--- src/rtl/pong_game_core.sv ---
// Pong game-state engine: ball, paddles, scores and match state, advanced once per frame_tick.
// Five-zone paddle deflection, wall bounce, serve delay and first-to-WIN_SCORE match handling.
module pong_game_core #(
    parameter int FRAME_W     = 640,
    parameter int FRAME_H     = 480,
    parameter int BALL_SIZE   = 10,
    parameter int PAD_W       = 12,
    parameter int PAD_H       = 60,
    parameter int P1_X        = 13,
    parameter int P2_X        = 615,
    parameter int PAD_STEP    = 4,
    parameter int SERVE_DELAY = 60,
    parameter int WIN_SCORE   = 7,
    parameter int SCORE_W     = 4
) (
    input  logic               CLOCK_25,
    input  logic               RESET_N,
    input  logic               frame_tick,
    input  logic               start,
    input  logic               p1_up,
    input  logic               p1_down,
    input  logic               p2_up,
    input  logic               p2_down,
    output logic [11:0]        ball_x,
    output logic [11:0]        ball_y,
    output logic [11:0]        pad1_y,
    output logic [11:0]        pad2_y,
    output logic [SCORE_W-1:0] score1,
    output logic [SCORE_W-1:0] score2,
    output logic [1:0]         state,
    output logic [1:0]         winner,
    output logic               point_pulse
);

    typedef enum logic [1:0] {
        ST_IDLE  = 2'd0,
        ST_SERVE = 2'd1,
        ST_PLAY  = 2'd2,
        ST_OVER  = 2'd3
    } state_e;

    localparam logic signed [12:0] FW_S   = 13'(FRAME_W);
    localparam logic signed [12:0] FH_S   = 13'(FRAME_H);
    localparam logic signed [12:0] BS_S   = 13'(BALL_SIZE);
    localparam logic signed [12:0] HB_S   = 13'(BALL_SIZE / 2);
    localparam logic signed [12:0] PH_S   = 13'(PAD_H);
    localparam logic signed [12:0] P1E_S  = 13'(P1_X + PAD_W);
    localparam logic signed [12:0] P2X_S  = 13'(P2_X);
    localparam logic signed [12:0] STEP_S = 13'(PAD_STEP);
    localparam logic signed [12:0] PMAX_S = 13'(FRAME_H - PAD_H);
    localparam logic signed [12:0] ZW1_S  = 13'(PAD_H / 5);
    localparam logic signed [12:0] ZW2_S  = 13'(2 * (PAD_H / 5));
    localparam logic signed [12:0] ZW3_S  = 13'(3 * (PAD_H / 5));
    localparam logic signed [12:0] ZW4_S  = 13'(4 * (PAD_H / 5));
    localparam logic [11:0] BX0  = 12'((FRAME_W - BALL_SIZE) / 2);
    localparam logic [11:0] BY0  = 12'((FRAME_H - BALL_SIZE) / 2);
    localparam logic [11:0] PAD0 = 12'((FRAME_H - PAD_H) / 2);
    localparam int CNT_W = $clog2(SERVE_DELAY + 1);
    localparam logic [CNT_W-1:0]   SERVE_V = CNT_W'(SERVE_DELAY);
    localparam logic [SCORE_W-1:0] WIN_V   = SCORE_W'(WIN_SCORE);

    function automatic logic [11:0] pad_next(input logic [11:0] y, input logic up, input logic dn);
        logic signed [12:0] ys;
        ys = $signed({1'b0, y});
        if (up && !dn) begin
            if (ys < STEP_S) ys = 13'sd0;
            else             ys = ys - STEP_S;
        end else if (dn && !up) begin
            if (ys + STEP_S > PMAX_S) ys = PMAX_S;
            else                      ys = ys + STEP_S;
        end else begin
            ys = ys;
        end
        return 12'(ys);
    endfunction

    function automatic logic [2:0] zone_of(input logic signed [12:0] by, input logic signed [12:0] py);
        logic signed [12:0] off;
        off = by + HB_S - py;
        if (off < 13'sd0)               off = 13'sd0;
        else if (off > PH_S - 13'sd1)   off = PH_S - 13'sd1;
        else                            off = off;
        if (off < ZW1_S)      return 3'd0;
        else if (off < ZW2_S) return 3'd1;
        else if (off < ZW3_S) return 3'd2;
        else if (off < ZW4_S) return 3'd3;
        else                  return 3'd4;
    endfunction

    function automatic logic [SCORE_W-1:0] sat_inc(input logic [SCORE_W-1:0] s);
        return (s < WIN_V) ? s + SCORE_W'(1) : s;
    endfunction

    state_e             state_q, state_d;
    logic [11:0]        ball_x_q, ball_x_d, ball_y_q, ball_y_d;
    logic [11:0]        pad1_q, pad1_d, pad2_q, pad2_d;
    logic [SCORE_W-1:0] score1_q, score1_d, score2_q, score2_d;
    logic [1:0]         winner_q, winner_d;
    logic               dir_x_q, dir_x_d, dir_y_q, dir_y_d;
    logic [2:0]         vx_q, vx_d, vy_q, vy_d;
    logic [CNT_W-1:0]   cnt_q, cnt_d;
    logic               point_q, point_d;

    logic signed [12:0] bx_s, by_s, p1_s, p2_s, vx_s, vy_s;
    logic [11:0]        ny_s;
    logic               ndy_s, hit1_s, hit2_s, miss1_s, miss2_s;
    logic [2:0]         zone_s;
    logic [SCORE_W-1:0] s1_inc_s, s2_inc_s;

    assign bx_s = $signed({1'b0, ball_x_q});
    assign by_s = $signed({1'b0, ball_y_q});
    assign p1_s = $signed({1'b0, pad1_q});
    assign p2_s = $signed({1'b0, pad2_q});
    assign vx_s = $signed({10'd0, vx_q});
    assign vy_s = $signed({10'd0, vy_q});

    // Collision and miss tests all use pre-tick ball and paddle positions.
    assign hit1_s  = !dir_x_q && (bx_s >= P1E_S) && (bx_s - vx_s <= P1E_S)
                     && (by_s + BS_S > p1_s) && (by_s < p1_s + PH_S);
    assign hit2_s  = dir_x_q && (bx_s + BS_S <= P2X_S) && (bx_s + BS_S + vx_s >= P2X_S)
                     && (by_s + BS_S > p2_s) && (by_s < p2_s + PH_S);
    assign miss1_s = !dir_x_q && (bx_s < vx_s);
    assign miss2_s = dir_x_q && (bx_s + BS_S + vx_s > FW_S);
    assign zone_s  = zone_of(by_s, hit1_s ? p1_s : p2_s);
    assign s1_inc_s = sat_inc(score1_q);
    assign s2_inc_s = sat_inc(score2_q);

    // Vertical step with top/bottom wall reflection.
    always_comb begin
        ny_s  = ball_y_q;
        ndy_s = dir_y_q;
        if (!dir_y_q && (by_s < vy_s)) begin
            ny_s  = 12'd0;
            ndy_s = 1'b1;
        end else if (dir_y_q && (by_s + BS_S + vy_s > FH_S)) begin
            ny_s  = 12'(FH_S - BS_S);
            ndy_s = 1'b0;
        end else if (dir_y_q) begin
            ny_s = 12'(by_s + vy_s);
        end else begin
            ny_s = 12'(by_s - vy_s);
        end
    end

    // Match FSM and per-frame object update.
    always_comb begin
        state_d  = state_q;
        ball_x_d = ball_x_q;
        ball_y_d = ball_y_q;
        pad1_d   = pad1_q;
        pad2_d   = pad2_q;
        score1_d = score1_q;
        score2_d = score2_q;
        winner_d = winner_q;
        dir_x_d  = dir_x_q;
        dir_y_d  = dir_y_q;
        vx_d     = vx_q;
        vy_d     = vy_q;
        cnt_d    = cnt_q;
        point_d  = 1'b0;
        if (frame_tick) begin
            case (state_q)
                ST_IDLE: begin
                    if (start) begin
                        state_d = ST_SERVE;
                        cnt_d   = SERVE_V;
                    end else begin
                        state_d = ST_IDLE;
                    end
                end
                ST_SERVE: begin
                    pad1_d   = pad_next(pad1_q, p1_up, p1_down);
                    pad2_d   = pad_next(pad2_q, p2_up, p2_down);
                    ball_x_d = BX0;
                    ball_y_d = BY0;
                    vx_d     = 3'd4;
                    vy_d     = 3'd0;
                    if (cnt_q == {CNT_W{1'b0}}) state_d = ST_PLAY;
                    else                        cnt_d   = cnt_q - CNT_W'(1);
                end
                ST_PLAY: begin
                    pad1_d   = pad_next(pad1_q, p1_up, p1_down);
                    pad2_d   = pad_next(pad2_q, p2_up, p2_down);
                    ball_y_d = ny_s;
                    dir_y_d  = ndy_s;
                    if (hit1_s || hit2_s) begin
                        ball_x_d = hit1_s ? 12'(P1E_S) : 12'(P2X_S - BS_S);
                        dir_x_d  = hit1_s;
                        case (zone_s)
                            3'd0:    begin vx_d = 3'd2; vy_d = 3'd2; dir_y_d = 1'b0; end
                            3'd1:    begin vx_d = 3'd3; vy_d = 3'd1; dir_y_d = 1'b0; end
                            3'd2:    begin vx_d = 3'd4; vy_d = 3'd0; end
                            3'd3:    begin vx_d = 3'd3; vy_d = 3'd1; dir_y_d = 1'b1; end
                            default: begin vx_d = 3'd2; vy_d = 3'd2; dir_y_d = 1'b1; end
                        endcase
                    end else if (miss1_s || miss2_s) begin
                        // Point: re-centre and serve toward the player who conceded.
                        point_d  = 1'b1;
                        ball_x_d = BX0;
                        ball_y_d = BY0;
                        vx_d     = 3'd4;
                        vy_d     = 3'd0;
                        cnt_d    = SERVE_V;
                        dir_x_d  = miss2_s;
                        state_d  = ST_SERVE;
                        if (miss2_s) begin
                            score1_d = s1_inc_s;
                            if (s1_inc_s == WIN_V) begin
                                state_d  = ST_OVER;
                                winner_d = 2'b01;
                            end else begin
                                state_d  = ST_SERVE;
                            end
                        end else begin
                            score2_d = s2_inc_s;
                            if (s2_inc_s == WIN_V) begin
                                state_d  = ST_OVER;
                                winner_d = 2'b10;
                            end else begin
                                state_d  = ST_SERVE;
                            end
                        end
                    end else begin
                        ball_x_d = dir_x_q ? 12'(bx_s + vx_s) : 12'(bx_s - vx_s);
                    end
                end
                ST_OVER: begin
                    if (start) begin
                        state_d  = ST_SERVE;
                        cnt_d    = SERVE_V;
                        score1_d = {SCORE_W{1'b0}};
                        score2_d = {SCORE_W{1'b0}};
                        winner_d = 2'b00;
                    end else begin
                        state_d = ST_OVER;
                    end
                end
                default: state_d = ST_IDLE;
            endcase
        end else begin
            point_d = 1'b0;
        end
    end

    // State registers.
    always_ff @(posedge CLOCK_25 or negedge RESET_N) begin
        if (!RESET_N) begin
            state_q  <= ST_IDLE;
            ball_x_q <= BX0;
            ball_y_q <= BY0;
            pad1_q   <= PAD0;
            pad2_q   <= PAD0;
            score1_q <= {SCORE_W{1'b0}};
            score2_q <= {SCORE_W{1'b0}};
            winner_q <= 2'b00;
            dir_x_q  <= 1'b1;
            dir_y_q  <= 1'b1;
            vx_q     <= 3'd4;
            vy_q     <= 3'd0;
            cnt_q    <= {CNT_W{1'b0}};
            point_q  <= 1'b0;
        end else begin
            state_q  <= state_d;
            ball_x_q <= ball_x_d;
            ball_y_q <= ball_y_d;
            pad1_q   <= pad1_d;
            pad2_q   <= pad2_d;
            score1_q <= score1_d;
            score2_q <= score2_d;
            winner_q <= winner_d;
            dir_x_q  <= dir_x_d;
            dir_y_q  <= dir_y_d;
            vx_q     <= vx_d;
            vy_q     <= vy_d;
            cnt_q    <= cnt_d;
            point_q  <= point_d;
        end
    end

    assign ball_x      = ball_x_q;
    assign ball_y      = ball_y_q;
    assign pad1_y      = pad1_q;
    assign pad2_y      = pad2_q;
    assign score1      = score1_q;
    assign score2      = score2_q;
    assign state       = state_q;
    assign winner      = winner_q;
    assign point_pulse = point_q;

endmodule

--- config.mk ---
export PLATFORM = sky130hd
export DESIGN_NAME = pong_game_core
export DESIGN_NICKNAME = d
export VERILOG_FILES = /design/src/rtl/pong_game_core.sv
export SDC_FILE = /design/constraint.sdc
export NUM_CORES = 1
export LEC_CHECK = 0
export BUFFER_PORTS_ARGS = -buffer_cell sky130_fd_sc_hd__buf_2
export CORE_UTILIZATION = 45
export DETAILED_ROUTE_END_ITERATION = 12
export GPL_TIMING_DRIVEN = 1
export PLACE_DENSITY = 0.71
export SLEW_MARGIN = 10
export SYNTH_ARGS = -nofsm -noshare
export SYNTH_HDL_FRONTEND = slang
export SYNTH_SLANG_ARGS = --single-unit
--- constraint.sdc ---
create_clock -name CLOCK_25 -period 12.4 [get_ports CLOCK_25]
set_input_delay 3.72 -clock CLOCK_25 [delete_from_list [all_inputs] [get_ports CLOCK_25]]
set_output_delay 3.72 -clock CLOCK_25 [all_outputs]
set_load 0.1 [all_outputs]
# Word-level counts from Yosys, hierarchy flattened

Cells that the tools add are included.

Register bits: 75
Bits of input ports: 8

Add/subtract/negate cells: 19
$lt $le $gt $ge: 24
Equal/unequal tests: 19
Multiplexer cells: 76
Reduce and logical (&&, ||, !) cells: 47

Operators with widths:

| operator                                                                           | count |
|---|---|
| 12-bit two-way mux                                                                 | 17 |
| 12-bit case mux with 2 select lines                                                | 2 |
| 12-bit by 3-bit adder with 13-bit output (second input constant)                   | 3 |
| 13-bit by 10-bit greater-than comparator with 1-bit output (second input constant) | 3 |
| 4-bit two-way mux                                                                  | 9 |
| 12-bit by 4-bit adder with 13-bit output (second input constant)                   | 2 |
| 12-bit by 6-bit adder with 13-bit output (second input constant)                   | 2 |
| 13-bit by 4-bit adder with 13-bit output                                           | 2 |
| 13-bit greater-than comparator                                                     | 2 |
| 13-bit < comparator                                                                | 2 |
| 13-bit by 7-bit < comparator with 1-bit output (second input constant)             | 2 |
| 13-bit two-way mux                                                                 | 2 |
| 2-bit two-way mux                                                                  | 13 |
| 12-bit by 3-bit adder with 12-bit output                                           | 2 |
| 12-bit by 3-bit < comparator with 1-bit output                                     | 2 |
| 12-bit by 3-bit < comparator with 1-bit output (second input constant)             | 2 |
| 3-bit two-way mux                                                                  | 8 |
| 6-bit two-way mux                                                                  | 4 |
| 12-bit by 3-bit subtractor with 12-bit output (second input constant)              | 2 |
| 3-bit case mux with 2 select lines                                                 | 3 |
| 6-bit case mux with 3 select lines                                                 | 1 |
| 1-bit logical AND                                                                  | 16 |
| 4-bit case mux with 2 select lines                                                 | 2 |
| 2-bit inequality test (second input constant)                                      | 7 |
| 40 further kinds                                                                   | 75 |

# Logic depth before layout (Yosys ltp)

Gate-level depths: netlist (run 1).

Depth in word-level cells: 20
Depth in mapped cells: 29
Depth with buffers taken out: 27

# Worst setup path before layout (run 1)

No wires, ideal clock.

Kind: reg2reg
Start: register pad1_q[2] (netlist: pad1_y[2])
End: register dir_y_q
Library setup time: 87 ps
Arrival time: 6513 ps
Required time: 12313 ps
Slack: 5800 ps
Stages on the path, launching flop included: 28
Buffers on the path: 2
Period minus slack after synthesis: 6600 ps
Path through: dfrtp_1 -> clkbuf_1 -> inv_1 -> ha_1 -> nor3b_1 -> nor3_1 -> xnor2_1 -> ha_1 -> a211o_1 -> a21oi_1 -> o31a_1 -> o2111ai_1 -> clkbuf_1 -> nand2_1 -> o21ai_0 -> ha_1 -> inv_1 -> ha_1 -> a21o_1 -> a21oi_1 -> o21ai_0 -> a2111oi_0 -> o31ai_1 -> xor2_1 -> nand4_1 -> or2_2 -> a21oi_1 -> a211oi_1

Cells in the longest elaborated chain, start to end: 17
Elaborated cells on any way between the ends: 26
Those cells by class: 2 x add/sub; 8 x order compare; 2 x eq/ne; 9 x mux; 5 x reduce/logical

Ends and longest elaborated chain:

| element                                                                                    | line | text |
|---|---|---|
| from (decl)                                                                                | 96   | `logic [11:0] pad1_q, pad1_d, pad2_q, pad2_d;` |
| from (signal assigned)                                                                     | 266  | `pad1_q <= pad1_d;` |
| 12-bit by 6-bit adder with 13-bit output or 13-bit greater-than comparator (tied branches) | 119  | `&& (by_s + BS_S > p1_s) && (by_s < p1_s + PH_S);` |
| 13-bit < comparator or 1-bit logical AND (tied branches)                                   | 119  |  |
| 1-bit logical AND                                                                          | 119  |  |
| 12-bit two-way mux                                                                         | 124  | `assign zone_s = zone_of(by_s, hit1_s ? p1_s : p2_s);` |
| 13-bit subtractor                                                                          | 79   | `off = by + HB_S - py;` |
| 13-bit by 7-bit greater-than comparator with 1-bit output                                  | 81   | `else if (off > PH_S - 13'sd1) off = PH_S - 13'sd1;` |
| 13-bit two-way mux                                                                         | 81   |  |
| 13-bit two-way mux                                                                         | 80   | `if (off < 13'sd0) off = 13'sd0;` |
| 13-bit by 7-bit < comparator with 1-bit output                                             | 86   | `else if (off < ZW4_S) return 3'd3;` |
| 3-bit two-way mux                                                                          | 86   |  |
| 3-bit two-way mux                                                                          | 85   | `else if (off < ZW3_S) return 3'd2;` |
| 3-bit two-way mux                                                                          | 84   | `else if (off < ZW2_S) return 3'd1;` |
| 3-bit two-way mux                                                                          | 83   | `if (off < ZW1_S) return 3'd0;` |
| 3-bit by 1-bit equality test with 1-bit output or 3-bit logical NOT (tied branches)        | 189  | `case (zone_s)` |
| 2-bit OR reduction (no line)                                                               | --   |  |
| 1-bit case mux with 2 select lines                                                         | 189  |  |
| 1-bit two-way mux *                                                                        | 186  | `if (hit1_s \|\| hit2_s) begin` |
| to (signal assigned)                                                                       | 272  | `dir_y_q <= dir_y_d;` |
| to (decl)                                                                                  | 99   | `logic dir_x_q, dir_x_d, dir_y_q, dir_y_d;` |

Mark *: on every way between the ends. The rest lies on a longest branch, timed or not.
A chain may end at the register's enable or synchronous reset.

# Worst setup path after layout (run 1)

Ends and elaborated chain as after synthesis.

==> results of run 1 <==
[synth_stat cells (12+ instances only)]
cell | count | share of area (%)
xnor2_1 | 38 | 3.7
a31oi_1 | 24 | 1.7
and3_1 | 22 | 1.5
clkbuf_1 | 41 | 1.7
dfrtp_1 | 48 | 13
nor2_1 | 109 | 4.5
or2_2 | 13 | 0.90
ha_1 | 99 | 14
o21ai_0 | 69 | 3.8
nor3_1 | 35 | 1.9
o22ai_1 | 17 | 1.2
nand4_1 | 22 | 1.5
inv_1 | 80 | 3.3
nand2b_1 | 17 | 1.2
o31ai_1 | 12 | 0.99
nand2_1 | 76 | 3.1
a21o_1 | 21 | 1.7
dfstp_2 | 23 | 6.7
nor4_1 | 21 | 1.5
xor2_1 | 14 | 1.4
a21oi_1 | 93 | 5.1
nand3_1 | 43 | 2.4
[routing by layer]
metal,up-vias,global-route usage [%],routed length [um]
met4,0,9.239,718
li1,4429,-,-
met3,60,4.165,1934
met2,399,43.63,12840
met1,4508,35.85,11950
met5,-,0,0
[through the flow]
| stage | total power, W | worst slack [ns] | instance area (um^2) | cells |
|---|---|---|---|---|
| detailed placement | 0.002038 | 5.350 | 9480 | 1454 |
| global placement | 0.002019 | 5.558 | 9480 | 1454 |
| CTS | 0.002324 | 5.314 | 9786 | 1470 |
| floorplan | 0.001705 | 5.800 | 9061 | 1182 |
| finish | 0.002344 | 5.200 | 9786 | 1470 |
| global route | 0.002516 | 4.552 | 9786 | 1470 |
[flip-flops by register name, summed over array words and instances, names as in the netlist]
| signal | count |
|---|---|
| pad1_y | 11 |
| vy_q | 1 |
| ball_y | 12 |
| score1 | 4 |
| state | 2 |
| ball_x | 12 |
| score2 | 4 |
| vx_q | 3 |
| cnt_q | 6 |
| dir_y_q | 1 |
| pad2_y | 11 |
| point_pulse | 1 |
| winner | 2 |
| dir_x_q | 1 |
[how the worst max path moves through the flow]
| stage | start | to |
|---|---|---|
| 2_1_floorplan | pad1_y[2] | dir_y_q |
| 3_3_place_gp | pad1_y[2] | dir_y_q |
| 3_5_place_dp | pad1_y[2] | dir_y_q |
| 4_1_cts | pad1_y[2] | dir_y_q |
| 5_1_grt | pad1_y[2] | dir_y_q |
| 6_report | pad1_y[2] | dir_y_q |
[kinds of logic (layout without fill, tap and decap cells)]
family                     Yosys count  in the layout
DFF                                 71             71
muxes                               12             12
xor gates and xnor gates            52             52
adders and majority gates          108            108
and+or+nand+nor                    415            415
AOI/OAI and AO/OA                  379            379
buffers and inverters              143            166
other                                1              2
[power breakdown]
group / switching [W] / leakage (nW) / internal, W
clock network: 0.000115 / 0.153 / 0.000163
registers: 0.000148 / 0.834 / 0.000304
logic: 0.00111 / 3.15 / 0.000504
[final cells by class]
type,instances,share of cell area (%)
multi-input cells,968,68.34
flip-flops and latches,71,18.45
clock buffers,10,2.442
clock inverters,6,0.6777
inverters,82,3.145
well taps,265,3.388
repair buffers,68,3.555
[worst max-delay path, stage by stage (launching register included)]
cell	delay (ns)
dfrtp_1	0.51
inv_1	0.23
ha_1	0.30
nor3b_1	0.81
nor3_1	0.13
xnor2_1	0.17
ha_1	0.30
a211o_1	0.26
a21oi_1	0.13
o31a_1	0.23
o2111ai_2	0.54
nand2_1	0.21
o21ai_0	0.11
ha_1	0.37
inv_1	0.06
ha_1	0.30
a21o_1	0.18
a21oi_1	0.28
o21ai_0	0.16
a2111oi_0	0.68
o31ai_1	0.18
xor2_1	0.20
nand4_1	0.20
or2_2	0.39
a21oi_1	0.15
a211oi_1	0.06
==> metrics.csv, run 1 <==
stage,metric,value,unit
outcome,outcome,"complete, no violations",
clock_network,H-tree depth,3,
logic_synthesis,Mean Syn Cell Area,7.669,um^2
logic_synthesis,simple-gate portion of the synthesized area,23.26,%
routing,Post-route DRC,0,
routing,post-DR vias/cell,6.392,
logic_synthesis,Synth Area in Compound Gates,28.47,%
layout,layout cell share with drive strength beyond 1,12.20,%
pwr,PD cells,239.5,nW/um^2
logic_synthesis,Mapped Area,9057,um^2
layout,"commonest cells after routing, fill and taps aside","109 x nor2_1, 99 x ha_1, 93 x a21oi_1, 80 x inv_1, 76 x nand2_1",
grt,vias in the first global route,8192,
floorplan,die area,20700,um^2
logic_synthesis,"FF+latch count, synth",71,
setup_path,worst r2r dst,dir_y_q,
hold_path,hold path depth,2,
sta,Setup TNS Final,0,ns
logic_synthesis,Synth Warn #,0,
floorplan,Initial Utilization,46.23,%
floorplan,Die W,143.9,um
placement,Detailed Place HPWL,20110,um
routing,Pre-antenna DRT Iters,5,
logic_synthesis,number of enable flip-flop cells after synthesis,0,
setup_path,data required time of the critical path,12.66,ns
routing,Post-Route WL,27440,um
setup_path,WS Path Type,reg -> reg,
layout,synth-to-layout area growth,8.040,%
layout,multi-input combinational cell area,6688,um^2
grt,remaining global-route overflow,0,
grt,GRT Util Overall,26.81,%
logic_synthesis,adder-cell share of the synthesized area,15.55,%
sta,RSZ-0062 raised after global routing,no,
clock_network,CTS Root Cell,clkbuf_16,
setup_path,cell count of the worst reg-to-reg path,25,
hold_path,Hold EP,winner[1],
clock_network,"Clk Latency, worst-skew pair",0.36,ns
setup_path,CP arrival,7.46,ns
layout,fillers,1922,
hold_path,hold_sp,winner[1],
logic_synthesis,post-synthesis mux area share,1.368,%
hold_path,Worst Hold Class,reg -> reg,
sta,worst slew pin tran,0.9816,ns
clock_network,total clock sinks,71,
logic_synthesis,share of the yosys chip area belonging to registers,19.93,%
routing,via count,9396,
sta,"Hold Vio Cnt, Final",0,
floorplan,num ports,69,
grt,largest net degree at the start of global routing,72,
clock_network,Post-CTS Setup Inserts,0,
pwr,Peak VDD IR,0.1850,mV
clock_network,Clock transition at path regs,0.06,ns
floorplan,Die H,143.9,um
logic_synthesis,XOR/XNOR share of the synthesized area,5.028,%
setup_path,RR Startpoint,pad1_y[2],
setup_path,startpoint types,flop,
sta,Setup Skew,0.01292,ns
logic_synthesis,Cells after Synth,1181,
logic_synthesis,synth unique cells,94,
layout,"most common cell after layout, fill and taps aside",nor2_1,
setup_path,Reg2Reg Setup Slack,5.20,ns
layout,register area,1805,um^2
sta,Highest Clock Rate,138.9,MHz
placement,Buffers on Ports,66,
sta,"Slew Viols, Final",0,
sta,post-route minimum period,7.200,ns
setup_path,critical-path maximum fanout,23,
layout,Diodes inserted,0,
logic_synthesis,ys flop type,dfrtp_1,
routing,Routed WL per cell,18.67,um
clock_network,Num CTS Buffers,9,
grt,global-route wire length before repair,43460,um
routing,Routed Antenna Nets,0,
logic_synthesis,ys async rst share,100.0,%
placement,GPL Wtd Cong,0.9774,
clock_network,# hold bufs at CTS,0,
routing,Starting DRT DRC Count,989,
layout,nets,1315,
run,max_cap viols,0,
clock_network,number of gates resized after CTS,0,
floorplan,Core Box Area,19590,um^2
sta,Rel. slew slack,34.56,%
clock_network,TritonCTS clock tree,built,
floorplan,num rows,51,
sta,final setup fails,0,
layout,post-layout util,49.95,%
logic_synthesis,largest family of logic cells by synthesized area,compound AO/OA/AOI/OAI gates,
sta,final worst hold slack,0.5178,ns
grt,initial antenna violation count,0,
sta,fin crit share,58.06,%
pwr,Pleak,4.133,nW
clock_network,maximum clock insertion buffer count,2,
setup_path,crit path capture type,flop,
No activity file was read; power rests on OpenSTA's default activity.
==> inputs of run 2 (changes only) <==
Settings changed: PLACE_DENSITY 0.71 to 0.73.
Clock period 12.4 ns to 5.85 ns, I/O delays scaled along.
==> metrics.csv, run 2 (synthesized netlist as in run 1, its figures left out) <==
stage,metric,value,unit
pwr,Pleak,4.393,nW
clock_network,H-tree depth,3,
clock_network,Clock transition at path regs,0.07,ns
setup_path,"CP delay by family, top",compound AO/OA/AOI/OAI gates,
layout,"commonest cells after routing, fill and taps aside","109 x nor2_1, 99 x ha_1, 92 x a21oi_1, 80 x inv_1, 76 x nand2_1",
layout,fillers,1906,
setup_path,CP arrival,5.82,ns
routing,post-DR vias/cell,6.164,
sta,Highest Clock Rate,179.6,MHz
setup_path,slowest CP cell,dfstp_4,
floorplan,die area,20700,um^2
layout,post-layout util,52.50,%
layout,nets,1368,
routing,Post-route DRC,0,
setup_path,"slowest stage delay, CP",0.63,ns
floorplan,Die H,143.9,um
layout,layout cell share with drive strength beyond 1,17.33,%
setup_path,worst path bufs/invs,1,
sta,"Slew Viols, Final",0,
sta,fin crit share,95.17,%
setup_path,critical path's most frequent cell,ha_1,
routing,Starting DRT DRC Count,827,
clock_network,total clock sinks,71,
routing,via count,9388,
layout,multi-input combinational cell area,6779,um^2
sta,Rel. slew slack,37.81,%
clock_network,TritonCTS clock tree,built,
grt,remaining global-route overflow,0,
hold_path,Worst Hold Class,reg -> reg,
setup_path,CP Cell Sequence,"ha_1, nor2_1, o31a_1, or2_2, ha_1, nand4_1, nor3_2, nor3_2, and3_1, o2111ai_4, o21ai_0, ha_1, inv_1, ha_1, a21o_1, a21oi_2, o21ai_0, a2111oi_2, o31ai_1, xor2_1, nand4_1, a211o_1, o2bb2ai_1",
placement,GPL Wtd Cong,0.9629,
routing,Pre-antenna DRT Iters,5,
grt,GRT Util Overall,28.20,%
floorplan,Core Box Area,19590,um^2
grt,largest net degree at the start of global routing,72,
pwr,Peak VDD IR,0.3170,mV
grt,global-route wire length before repair,45660,um
clock_network,maximum clock insertion buffer count,2,
setup_path,data required time of the critical path,6.10,ns
routing,Post-Route WL,28200,um
outcome,outcome,"complete, no violations",
clock_network,CTS Root Cell,clkbuf_16,
floorplan,Die W,143.9,um
setup_path,startpoint types,flop,
layout,post-route cell area,10280,um^2
floorplan,Initial Utilization,46.23,%
layout,synth-to-layout area growth,13.55,%
clock_network,Num CTS Buffers,9,
layout,register area,1827,um^2
floorplan,num ports,69,
grt,vias in the first global route,8780,
layout,Diodes inserted,0,
sta,post-route minimum period,5.567,ns
clock_network,"Clk Latency, worst-skew pair",0.36,ns
sta,worst slew pin tran,0.9328,ns
routing,Routed Antenna Nets,0,
sta,"Hold Vio Cnt, Final",0,
setup_path,critical-path maximum fanout,8,
routing,Routed WL per cell,18.51,um
placement,Detailed Place HPWL,21540,um
grt,initial antenna violation count,0,
sta,final setup fails,0,
placement,Buffers on Ports,66,
sta,Setup Skew,0.008336,ns
floorplan,num rows,51,
setup_path,WS Path Type,reg -> reg,
layout,"most common cell after layout, fill and taps aside",nor2_1,
sta,Setup TNS Final,0,ns
setup_path,crit path capture type,flop,
placement,placed inst area,9906,um^2
sta,RSZ-0062 raised after global routing,no,
run,max_cap viols,0,
pwr,PD cells,497.6,nW/um^2
pwr,Pwr Total,0.005118,W
-- run 2: changes by cell type in the layout (fill, tap and decap cells not counted), sizes merged --
cell,before,now
inv,82,84
clkinvlp,0,1
bufinv,1,0
clkinv,5,4
buf,68,121
clkbuf,10,9
-- run 2: where the power goes --
group / switching, W / internal, W
clock: 0.000260 / 0.000298
sequential: 0.000242 / 0.000649
combinational: 0.00247 / 0.00120
-- run 2: metal layers --
metal	part of all wire, %	GRT usage, %	wire, um	vias to the layer above
met3	6.7	3.665	1884	54
met4	3.1	10.97	882	0
li1	-	-	-	4520
met1	43	36.76	12230	4465
met2	47	47.04	13200	349
met5	0	0	0	-
-- run 2: final cells by class --
type | instances | share of cell area [%]
repair buffers | 121 | 7.287
multi-input cells | 968 | 65.91
clock inverters | 7 | 0.6326
well taps | 265 | 3.224
flip-flops and latches | 71 | 17.76
clock buffers | 9 | 2.190
inverters | 82 | 2.993
-- run 2: worst reg2reg max path, stage by stage (launching register included) --
cell and delay, ns:
dfstp_4 0.63, ha_1 0.18, nor2_1 0.06, o31a_1 0.30, or2_2 0.33, ha_1 0.30
nand4_1 0.09, nor3_2 0.28, nor3_2 0.08, and3_1 0.22, o2111ai_4 0.14, o21ai_0 0.14
ha_1 0.32, inv_1 0.05, ha_1 0.29, a21o_1 0.19, a21oi_2 0.20, o21ai_0 0.15
a2111oi_2 0.42, o31ai_1 0.15, xor2_1 0.22, nand4_1 0.22, a211o_1 0.36, o2bb2ai_1 0.13
-- run 2: path summary, 6_finish.rpt --
check	start	end	slack, ns	cells past startpoint
max in group asynchronous	RESET_N	ball_y[4]	3.62	1
min reg2reg	winner[1]	winner[1]	0.53	2
max reg2reg	ball_y[1]	vy_q[1]	0.28	23
min	winner[1]	winner[1]	0.53	2
max	ball_y[1]	vy_q[1]	0.28	23
min in group asynchronous	RESET_N	ball_x[10]	1.53	1
-- run 2: timing repair --
item / 4_1_cts / 5_1_grt
resized for setup: 0 / 19
hold buffers: 0 / 0
endpoints found under the setup margin: 0 / 5
setup buffers: 0 / 2
endpoints found under the hold margin: 0 / 0
-- run 2: through the flow --
stage	hold WS, ns	std cells	setup slack (ns)
after floorplan	0.5179	1182	0.01059
after global routing	0.5575	1523	0.01249
final	0.5254	1523	0.2826
after CTS	0.5318	1521	0.03201
after detailed placement	0.5167	1505	0.03825
after global placement	0.5145	1505	0.2445
